$ cat src/rtl/bus_pkg.sv
// Shared definitions for the internal-bus arbiter: register source codes,
// destination load-enable bit positions and the transfer FSM states.
package bus_pkg;

  localparam logic [3:0] SRC_RA = 4'b0000;
  localparam logic [3:0] SRC_RB = 4'b0001;
  localparam logic [3:0] SRC_RC = 4'b0010;
  localparam logic [3:0] SRC_R1 = 4'b0011;
  localparam logic [3:0] SRC_R2 = 4'b0100;
  localparam logic [3:0] SRC_R3 = 4'b0101;
  localparam logic [3:0] SRC_DR = 4'b0110;
  localparam logic [3:0] SRC_AC = 4'b1001;
  localparam logic [3:0] SRC_PC = 4'b1010;

  // The mux parks on DR whenever nothing has been selected yet.
  localparam logic [3:0] BUS_SELECT_RST = SRC_DR;

  localparam int DST_RA = 0;
  localparam int DST_RB = 1;
  localparam int DST_RC = 2;
  localparam int DST_R1 = 3;
  localparam int DST_R2 = 4;
  localparam int DST_R3 = 5;
  localparam int DST_DR = 6;
  localparam int DST_AR = 7;
  localparam int DST_IR = 8;
  localparam int DST_AC = 9;
  localparam int DST_PC = 10;
  localparam int DST_TR = 11;

  typedef enum logic [1:0] {IDLE, SETTLE, LOAD, FAULT} state_t;

  function automatic logic is_legal_src(input logic [3:0] src);
    case (src)
      SRC_RA, SRC_RB, SRC_RC, SRC_R1, SRC_R2,
      SRC_R3, SRC_DR, SRC_AC, SRC_PC: return 1'b1;
      default:                        return 1'b0;
    endcase
  endfunction

endpackage

$ cat src/rtl/bus_arbiter_rr.sv
// Combinational round-robin picker: first unmasked request at or after ptr,
// wrapping around to the lower indices.
module rr_arbiter #(
  parameter int NREQ  = 3,
  parameter int PTR_W = 2
) (
  input  logic [NREQ-1:0]  req,
  input  logic [NREQ-1:0]  mask,
  input  logic [PTR_W-1:0] ptr,
  output logic [NREQ-1:0]  grant,
  output logic [PTR_W-1:0] grant_idx,
  output logic             any_grant
);

  logic [NREQ-1:0] eligible;

  assign eligible = req & ~mask;

  // Two passes: indices from ptr upward first, then the wrapped lower ones.
  always_comb begin
    grant     = '0;
    grant_idx = '0;
    any_grant = 1'b0;
    for (int i = 0; i < NREQ; i++) begin
      if (!any_grant && eligible[i] && (i >= int'(ptr))) begin
        any_grant = 1'b1;
        grant[i]  = 1'b1;
        grant_idx = PTR_W'(i);
      end
    end
    for (int i = 0; i < NREQ; i++) begin
      if (!any_grant && eligible[i] && (i < int'(ptr))) begin
        any_grant = 1'b1;
        grant[i]  = 1'b1;
        grant_idx = PTR_W'(i);
      end
    end
  end

endmodule

$ cat src/rtl/bus_arbiter.sv
// Internal-bus arbiter: grants one requester at a time, drives the mux select,
// waits a settle cycle, then pulses the destination load enables and done.
module bus_arbiter
  import bus_pkg::*;
#(
  parameter int NREQ  = 3,
  parameter int DST_W = 12
) (
  input  logic                  clk,
  input  logic                  rst,
  input  logic [NREQ-1:0]       req_valid,
  input  logic [NREQ*4-1:0]     req_src,
  input  logic [NREQ*DST_W-1:0] req_dst,
  input  logic                  dst_ready,
  output logic [3:0]            bus_select,
  output logic [DST_W-1:0]      load_en,
  output logic [NREQ-1:0]       done,
  output logic                  err,
  output logic                  busy
);

  localparam int PTR_W = (NREQ > 1) ? $clog2(NREQ) : 1;

  // Handshake: a requester holds req_valid with stable src/dst until it sees
  // its done bit; done is a single-cycle acknowledge and needs no reply.
  state_t           state, state_next;
  logic [PTR_W-1:0] ptr, winner, grant_idx;
  logic [DST_W-1:0] dst_q, grant_dst;
  logic [3:0]       grant_src;
  logic [NREQ-1:0]  grant, mask;
  logic             any_grant, arb_en, grant_legal;

  // Completing a transfer arbitrates again, but never back to the same winner.
  always_comb begin
    mask = '0;
    if (state != IDLE) mask[winner] = 1'b1;
  end

  rr_arbiter #(.NREQ(NREQ), .PTR_W(PTR_W)) u_rr (
    .req       (req_valid),
    .mask      (mask),
    .ptr       (ptr),
    .grant     (grant),
    .grant_idx (grant_idx),
    .any_grant (any_grant)
  );

  always_comb begin
    grant_src = '0;
    grant_dst = '0;
    for (int i = 0; i < NREQ; i++) begin
      if (grant[i]) begin
        grant_src = req_src[4*i +: 4];
        grant_dst = req_dst[DST_W*i +: DST_W];
      end
    end
  end

  assign grant_legal = is_legal_src(grant_src) && (grant_dst != '0);

  always_comb begin
    state_next = state;
    load_en    = '0;
    done       = '0;
    err        = 1'b0;
    arb_en     = 1'b0;
    case (state)
      IDLE:   arb_en = 1'b1;
      SETTLE: state_next = LOAD;
      LOAD: begin
        load_en = dst_q;
        if (dst_ready) begin
          done[winner] = 1'b1;
          arb_en       = 1'b1;
        end
      end
      FAULT: begin
        done[winner] = 1'b1;
        err          = 1'b1;
        arb_en       = 1'b1;
      end
      default: state_next = IDLE;
    endcase
    if (arb_en) begin
      if (!any_grant)       state_next = IDLE;
      else if (grant_legal) state_next = SETTLE;
      else                  state_next = FAULT;
    end
  end

  always_ff @(posedge clk or posedge rst) begin
    if (rst) begin
      state      <= IDLE;
      ptr        <= '0;
      winner     <= '0;
      dst_q      <= '0;
      bus_select <= BUS_SELECT_RST;
    end else begin
      state <= state_next;
      if (arb_en && any_grant) begin
        winner <= grant_idx;
        dst_q  <= grant_dst;
        ptr    <= (grant_idx == PTR_W'(NREQ - 1)) ? '0 : grant_idx + PTR_W'(1);
        // An illegal request leaves the mux where it was.
        if (grant_legal) bus_select <= grant_src;
      end
    end
  end

  assign busy = (state != IDLE);

endmodule
$ cat config.mk
export PLATFORM = sky130hd
export DESIGN_NAME = bus_arbiter
export DESIGN_NICKNAME = d
export VERILOG_FILES = /design/src/rtl/bus_pkg.sv /design/src/rtl/bus_arbiter_rr.sv /design/src/rtl/bus_arbiter.sv
export SDC_FILE = /design/constraint.sdc
export NUM_CORES = 1
export LEC_CHECK = 0
export ABC_CLOCK_PERIOD_IN_PS = 4240
export BUFFER_PORTS_ARGS = -buffer_cell sky130_fd_sc_hd__buf_2
export CAP_MARGIN = 20
export CORE_MARGIN = 2
export CORE_UTILIZATION = 35
export DETAILED_ROUTE_END_ITERATION = 6
export GPL_TIMING_DRIVEN = 0
export PLACE_DENSITY = 0.65
export SYNTH_ARGS = -nofsm -noshare
export SYNTH_HDL_FRONTEND = slang
export SYNTH_HIERARCHICAL = 1
export SYNTH_SLANG_ARGS = --single-unit
$ cat constraint.sdc
create_clock -name clk -period 4.24 [get_ports clk]
set_input_delay 0.424 -clock clk [delete_from_list [all_inputs] [get_ports clk]]
set_output_delay 0.424 -clock clk [all_outputs]
set_load 0.01 [all_outputs]
==> results.yml <==
run_status:
  outcome: "complete, no violations"
clock_network:
  clock-sinks: 22
  cts.path.max_buffers: 2
  cts_hold_repair.buffers: 0
  numCtsBuffers: 3
  clkLatencyLatePin_ns: 0.26
  clk_pin_slew_worst_paths_ns: 0.08
  cts_max_level: 1
  cts_tree: "built"
  cts-resized-gates: 0
  cts_setup_buffers: 0
  cts_root_buf: "clkbuf_8"
logic_synthesis:
  ys_ff_latch: 22
  yosysWarnings: 6
  syn-num-nets: 251
  yosysSeqAreaShare: 0.352
  synth.distinct_cells: 39
  syn_inst: 191
  synthTopCellsByArea: "dfrtp_1 (32%), nand2_1 (12%), and2_1 (5.2%), ha_1 (4.8%), a22oi_1 (3.3%)"
  syn-cell-area_um2: 1570
  synth_top_area_cell: "dfrtp_1"
  syn_area_per_cell_um2: 8.23
  synth_top_area_frac: 0.318
worst_setup_path:
  r2r_cells: 15
  worstPathMaxFanout: 10
  reg2reg_from: "state[0]"
  required_ns: 4.39
  path_class: "flip-flop to flip-flop"
  reg2reg_to: "bus_select[3]"
  cp.arrival_ns: 3.89
  cp-start-kind: "flip-flop"
  cp-end-kind: "flip-flop"
  r2r_slack_ns: 0.50
sta:
  fin_skew_ns: 0.00120
  tightestPinTransition_ns: 0.827
  finalMaxSlewViolations: 0
  slew_headroom: 0.448
  post-route-min-period_ns: 3.74
  finalHoldViolCount: 0
  fmax_ghz: 0.267
  setup_tns_ns: 0
  finalSetupViolations: 0
  post-route-period-util: 0.882
  rsz0062_at_grt: "false"
finish:
  antenna_cells: 0
  fin_area_um2: 2090
  layout_commonest_cell: "buf_2"
  area_growth_pct: 33.0
  final_cell_mix: "buf_2 (76), nand2_1 (49), dfrtp_1 (20)"
  drive_gt1_frac: 0.349
  num-nets-final: 330
grt:
  grt_pass1_wl_um: 6700
  gr-usage-all-layers: 0.163
  grt_pass1_vias: 1454
  grt_antenna_before_repair: 0
  grt_max_degree: 23
  grt-ovfl-total: 0
drt:
  vias: 1600
  wl_per_cell_um: 12.8
  wl_um: 4100
  drtAntennaViolNets: 0
  dr.pass1.iters: 4
  vias_per_cell: 4.98
  drt_iter0_drc: 66
  drc_errors: 0
die:
  die_y_um: 71.0
  initial_core_util: 0.361
  dieArea_um2: 5050
  io_pins: 75
  die_w_um: 71.0
  rows: 24
  coreArea_um2: 4350
power:
  p_per_area_nw_per_um2: 714
  peakVddDrop_v: 0.000265
  power_mw: 1.49
  power_leakage_nw: 1.07
worst_hold_path:
  hp-class: "input port to asynchronous set/reset pin"
placement:
  port_buffers: 74
  place_congestion: 0.835
  hpwl_um: 3380
  placed_area_um2: 2010
flow_run:
  max-cap-violations: 0
-- metrics by stage --
| stage | utilization | hold slack (ns) | worst slack (ns) | std cells |
|---|---|---|---|---|
| final | 0.480 | 0.315 | 0.502 | 321 |
| after global routing | 0.480 | 0.394 | 0.0610 | 321 |
| after CTS | 0.478 | 0.340 | 0.233 | 321 |
| after detailed placement | 0.461 | 0.459 | 0.261 | 317 |
| after global placement | 0.461 | 0.454 | 0.267 | 317 |
| after floorplan | - | 0.412 | 0.948 | 191 |
-- cell families (layout without fill, tap and decap cells) --
kind of cell,count (synthesis),in the layout,synth area share
adder cells (fa/ha/maj),6,6,0.0477
AND/OR/NAND/NOR,93,93,0.303
flip-flops,22,22,0.352
buffers and inverters,17,95,0.0469
AO/OA/AOI/OAI,49,49,0.222
multiplexers,4,4,0.0286
-- power by group --
| part | leakage [nW] | switching (mW) | internal (mW) |
|---|---|---|---|
| logic | 0.758 | 0.545 | 0.376 |
| registers | 0.275 | 0.0661 | 0.314 |
| clock network | 0.0357 | 0.0670 | 0.126 |
-- state kept, by name, summed over array words and instances, names as in the netlist --
| name | count |
|---|---|
| dst_q | 12 |
| state | 2 |
| winner | 2 |
| bus_select | 4 |
| ptr | 2 |
-- critical path, stage by stage, from the launching register on --
cell and delay (ns):
dfrtp_1 0.41, inv_1 0.10, ha_1 0.26, nor3_1 0.17, nand2b_2 0.21, o21ai_1 0.10, nor2_1 0.41, buf_2 0.28
buf_2 0.23, a22oi_1 0.11, o21ai_0 0.29, ha_1 0.19, o21ai_0 0.08, a22oi_1 0.30, o211ai_4 0.16, mux2_1 0.33
-- worst max-delay path by stage --
stage | start | cells past startpoint | end
6_report | state[0] | 15 | bus_select[3]
5_1_grt | state[0] | 15 | bus_select[3]
4_1_cts | state[0] | 12 | bus_select[3]
3_5_place_dp | state[0] | 12 | bus_select[3]
3_3_place_gp | state[0] | 15 | bus_select[0]
2_1_floorplan | state[0] | 15 | bus_select[0]
-- cells in the mapped netlist --
cell type	instances
nor2b_1	1
ha_1	6
a211oi_1	1
a21oi_1	10
buf_6	1
nand3b_1	7
a22oi_1	7
nor2_1	9
mux2_1	4
nand3b_2	1
inv_1	6
a221o_1	2
nor4_1	1
nand4b_1	1
a2bb2oi_1	6
o211ai_4	1
and2_1	13
nand2b_2	1
a21oi_2	2
nand2b_4	1
nand2b_1	2
dfstp_2	2
dfrtp_1	20
nor3b_1	2
o21ai_2	1
a221oi_1	2
nand3_1	1
buf_2	2
o32ai_1	2
nor2b_4	1
o31ai_1	2
nand2_1	49
or4b_4	1
nor3_1	2
o21ai_0	10
clkbuf_1	7
o2bb2ai_1	1
o21ai_1	2
clkinv_1	1
-- cell type report --
class                   instances  area (um2)
plain buffers                  10        47.5
clock buffers                   3        41.3
clock inverters                 1        30.0
fillers                       436        2260
inverters                       7        26.3
multi-input cells             152         958
flip-flops and latches         22         553
well taps                      52        65.1
repair buffers                 74         370
-- layer usage --
metal / GRT usage / wire length, um / vias to the layer above / part of all wire
met5: 0 / 0 / - / 0
met4: 0.0440 / 25 / 0 / 0.0061
met3: 0.0256 / 236 / 2 / 0.058
met2: 0.249 / 1840 / 62 / 0.45
met1: 0.241 / 2000 / 713 / 0.49
li1: - / - / 823 / -
Power figures use the tool's default switching activity.
